File: config.mk
export PLATFORM = sky130hd
export DESIGN_NAME = adder_sched
export DESIGN_NICKNAME = d
export VERILOG_FILES = /design/src/rtl/adder_sched.sv
export SDC_FILE = /design/constraint.sdc
export NUM_CORES = 1
export LEC_CHECK = 0
export ABC_AREA = 1
export CAP_MARGIN = 25
export CORE_ASPECT_RATIO = 1.5
export CORE_UTILIZATION = 52
export CTS_CLUSTER_DIAMETER = 80
export DETAILED_ROUTE_END_ITERATION = 8
export PLACE_DENSITY = 0.95
export SLEW_MARGIN = 30
export SYNTH_ARGS = -nofsm -noshare
export SYNTH_HDL_FRONTEND = slang
export SYNTH_SLANG_ARGS = --single-unit
File: constraint.sdc
create_clock -name wb_clk_i -period 3.9 [get_ports wb_clk_i]
set_input_delay 1.17 -clock wb_clk_i [delete_from_list [all_inputs] [get_ports wb_clk_i]]
set_output_delay 1.17 -clock wb_clk_i [all_outputs]
set_load 0.1 [all_outputs]
File: src/rtl/adder_sched.sv
// adder_sched: round-robin scheduler sharing one external 8-bit adder between
// NUM_REQ requesters. The winner's operands are registered onto add_a/add_b,
// add_sum is captured one cycle later, and the result is returned with the
// requester ID over a valid/ready response channel. One operation in flight.
//
// Build option: define ADDER_SCHED_CARRY_EN to capture the adder carry-out into
// rsp_carry; otherwise rsp_carry is tied to 0.
module adder_sched #(
  parameter int unsigned NUM_REQ = 4,
  parameter int unsigned ID_W    = 2
) (
  input  logic                 wb_clk_i,
  input  logic                 wb_rst_ni,
  input  logic [NUM_REQ-1:0]   req_valid,
  output logic [NUM_REQ-1:0]   req_ready,
  input  logic [8*NUM_REQ-1:0] req_a,
  input  logic [8*NUM_REQ-1:0] req_b,
  output logic [7:0]           add_a,
  output logic [7:0]           add_b,
  input  logic [7:0]           add_sum,
  output logic                 rsp_valid,
  input  logic                 rsp_ready,
  output logic [ID_W-1:0]      rsp_id,
  output logic [7:0]           rsp_sum,
  output logic                 rsp_carry,
  output logic                 busy
);

  typedef enum logic [1:0] {StIdle, StAdd, StResp} state_e;

  state_e          state_q, state_d;
  logic [ID_W-1:0] last_q;
  logic [ID_W-1:0] winner;
  logic [ID_W-1:0] idx;
  logic [ID_W:0]   cand;
  logic            found;
  logic            grant;
  logic [7:0]      sel_a, sel_b;
  logic [7:0]      add_a_q, add_b_q, rsp_sum_q;
  logic [ID_W-1:0] rsp_id_q;
  logic            rsp_valid_q;

  // Round-robin search: first valid requester above last, wrapping at NUM_REQ.
  always_comb begin
    found = 1'b0;
    winner = '0;
    sel_a = '0;
    sel_b = '0;
    cand = '0;
    idx = '0;
    for (int unsigned k = 1; k <= NUM_REQ; k++) begin
      cand = {1'b0, last_q} + (ID_W+1)'(k);
      if (cand >= (ID_W+1)'(NUM_REQ)) begin
        cand = cand - (ID_W+1)'(NUM_REQ);
      end
      idx = cand[ID_W-1:0];
      if (!found && req_valid[idx]) begin
        found = 1'b1;
        winner = idx;
        sel_a = req_a[8*idx +: 8];
        sel_b = req_b[8*idx +: 8];
      end
    end
  end

  // Next-state and grant; req_ready is only offered in idle and out of reset.
  always_comb begin
    state_d = state_q;
    req_ready = '0;
    grant = 1'b0;
    unique case (state_q)
      StIdle: begin
        if (found && wb_rst_ni) begin
          req_ready[winner] = 1'b1;
          grant = 1'b1;
          state_d = StAdd;
        end
      end
      StAdd: state_d = StResp;
      StResp: begin
        if (rsp_ready) begin
          state_d = StIdle;
        end
      end
      default: state_d = StIdle;
    endcase
  end

  // State register.
  always_ff @(posedge wb_clk_i or negedge wb_rst_ni) begin
    if (!wb_rst_ni) begin
      state_q <= StIdle;
    end else begin
      state_q <= state_d;
    end
  end

  // Operand, pointer and response registers.
  always_ff @(posedge wb_clk_i or negedge wb_rst_ni) begin
    if (!wb_rst_ni) begin
      add_a_q     <= '0;
      add_b_q     <= '0;
      rsp_id_q    <= '0;
      rsp_sum_q   <= '0;
      rsp_valid_q <= 1'b0;
      last_q      <= ID_W'(NUM_REQ - 1);
    end else begin
      if (grant) begin
        add_a_q  <= sel_a;
        add_b_q  <= sel_b;
        rsp_id_q <= winner;
        last_q   <= winner;
      end
      if (state_q == StAdd) begin
        rsp_sum_q   <= add_sum;
        rsp_valid_q <= 1'b1;
      end else if (state_q == StResp && rsp_ready) begin
        rsp_valid_q <= 1'b0;
      end
    end
  end

`ifdef ADDER_SCHED_CARRY_EN
  logic rsp_carry_q;

  // Carry-out recovered from the operand MSBs and the sum MSB.
  always_ff @(posedge wb_clk_i or negedge wb_rst_ni) begin
    if (!wb_rst_ni) begin
      rsp_carry_q <= 1'b0;
    end else if (state_q == StAdd) begin
      rsp_carry_q <= (add_a_q[7] & add_b_q[7]) | ((add_a_q[7] | add_b_q[7]) & ~add_sum[7]);
    end
  end

  assign rsp_carry = rsp_carry_q;
`else
  assign rsp_carry = 1'b0;
`endif

  assign add_a     = add_a_q;
  assign add_b     = add_b_q;
  assign rsp_id    = rsp_id_q;
  assign rsp_sum   = rsp_sum_q;
  assign rsp_valid = rsp_valid_q;
  assign busy      = (state_q != StIdle);

endmodule

==> metrics.txt <==
TritonCTS buffer count 5; worst r2r src last_q[0]; clk buf depth 2; row count 36; WHS Endpoint rsp_sum[7]; CTS clk-pin slew, worst paths 0.07 ns; Register Area 782 um^2; Yosys reg bits 31; Worst Path Max Fanout 4; Core Region 6530 um^2; fmax 263 MHz; register area share after synthesis 0.220; Sum Neg Setup Slack 0 ns; status finished clean; Net count, final 867; Mapped Cells 694; die width 69.4 um; grt ovf 0; fin. max-slew vios 0; Synth warnings 0; most common cell after layout, fill and taps aside nand2_1; Setup CP Type input pin to output port; syn avg cell area 5.10 um^2; cell area after synthesis 3540 um^2; Initial Util 0.542; CP endpoint kind output port; CTS Hold Bufs 0; root buf cell clkbuf_8; Critical-path top delay cell dlygate4sd2_1; Area Overhead vs Synth 37.4%; Multi-input gate area 2450 um^2; clk_lat worst skew 0.29 ns; most frequent cells in the layout nand2_1 (408), clkdlybuf4s50_1 (93), o21ai_0 (50); relative slew slack 0.344; Tmin final 3.80 ns; worst reg2reg path endpoint add_a[3]; gpl congestion 0.873; CP Cell Sequence dlygate4sd2_1 -> nand2_1 -> nand2_2 -> nand2_2 -> nand2_4 -> nor2_8 -> nand2_1 -> o21ai_2 -> nand2_2 -> nor2_4 -> buf_12; period utilization 0.974; Unique masters post-synth 25; Die H 103 um; Filler cells 561; number of diodes 0; Worst-Margin Slew 0.981 ns; Setup-failing EPs final 0; RSZ-0062 raised after global routing no; Final Hold Slack 0.474 ns; largest net degree at the start of global routing 65; DR WL/cell 12.4 um; first drt pass iteration count 5; first-pass GRT wire length 18.0 mm; Syn Nets 773; final hold vios 0; Post-CTS Setup Repair Bufs 0; max cap viols 0; Critical Path RT 2.73 ns; Hold Crit Class flip-flop to flip-flop; FF-to-FF setup slack 1.45 ns; Vias 4,595; vias in the first global route 4,268; DRT Wirelength 10.7 mm; hpwl dp 7.58 mm; die outline area 7150 um^2; CTS tree done; cell mode on critical path nand2_2; post-route ant nets 0; 1st-iter DRT viols 256; antenna violations before repair 0; Total GRT Usage 0.303; type of origin of the critical path input pin; delay of the slowest critical-path stage 0.26 ns; Worst Path Arrival 2.63 ns; Port Buffer Count 110; clock sinks 31; Setup Skew 0.00684 ns; share of layout cells above drive strength 1 0.0938; Reg2Reg Depth 12; Hold Crit Start rsp_sum[7]; # IOs 112; CTS H-Tree Depth 2; Residual DRC 0; vias per cell 5.31; Hold Path Depth 2
## logic make-up (layout without fill, tap and decap cells)
family,count (synthesis),count (layout),share of synthesized area
other,1,1,0.00106
buffers and inverters,86,181,0.105
and+or+nand+nor,508,508,0.577
DFF,31,31,0.220
AOI/OAI and AO/OA,68,68,0.0972
## layout make-up
type	instances	area share
clock buffers	6	0.0170
clock inverters	2	0.00720
inverters	46	0.0365
multi-input cells	577	0.504
flip-flops and latches	31	0.161
well taps	76	0.0196
repair buffers	127	0.255
## flip-flops by register name (all words and copies together) (netlist names)
| register | flops |
|---|---|
| state_q | 2 |
| rsp_id | 2 |
| add_b | 8 |
| last_q | 2 |
| rsp_valid | 1 |
| rsp_sum | 8 |
| add_a | 8 |
## worst max-delay path by stage
stage / start / to / slack, ns
after global routing: req_valid[0] / req_ready[3] / 0.005
final: req_valid[0] / req_ready[3] / 0.10
after detailed placement: req_valid[1] / req_ready[0] / -0.19
after floorplan: req_valid[0] / req_ready[3] / -0.13
after CTS: last_q[0] / req_ready[3] / 0.06
after global placement: req_valid[0] / req_ready[0] / -0.03
## cell usage after synthesis, drive strengths merged
master | n | area (um^2)
inv | 45 | 169
nor2 | 41 | 178
dfstp | 2 | 52.6
conb | 1 | 3.75
nand4 | 1 | 6.26
a21oi | 17 | 85.1
clkbuf | 17 | 63.8
clkinv | 1 | 3.75
buf | 23 | 134
nand2 | 425 | 1640
or2 | 1 | 6.26
dfrtp | 29 | 726
o21ai | 51 | 259
nand3 | 40 | 218
## stage by stage
step / std cells / area [um^2] / setup WS, ns / utilization
after CTS: 865 / 4860 / 0.0570 / 0.744
after floorplan: 694 / 3550 / -0.126 / -
after global routing: 865 / 4860 / 0.00452 / 0.745
after global placement: 857 / 4700 / -0.0305 / 0.719
final: 865 / 4860 / 0.100 / 0.745
after detailed placement: 857 / 4700 / -0.186 / 0.719
## per-layer routing
metal | global-route usage | wire length, um | vias up
met3 | 0.0313 | 696 | 38
li1 | - | - | 2301
met4 | 0.144 | 298 | 0
met2 | 0.549 | 5580 | 211
met5 | 0 | 0 | -
met1 | 0.359 | 4140 | 2045
## critical path, delay by kind of cell
family | cells | cell delay (ns)
simple gates | 8 | 0.82
buf+inv | 2 | 0.44
compound gates | 1 | 0.19
## what timing repair did
action,4_1_cts,5_1_grt
endpoints found under the setup margin,4,4
gates resized for setup,18,3
pin swaps,14,0
Power is left out: the tool's default activity adds up to more than one toggle a clock period on the data nets, which glitch-free logic cannot reach.
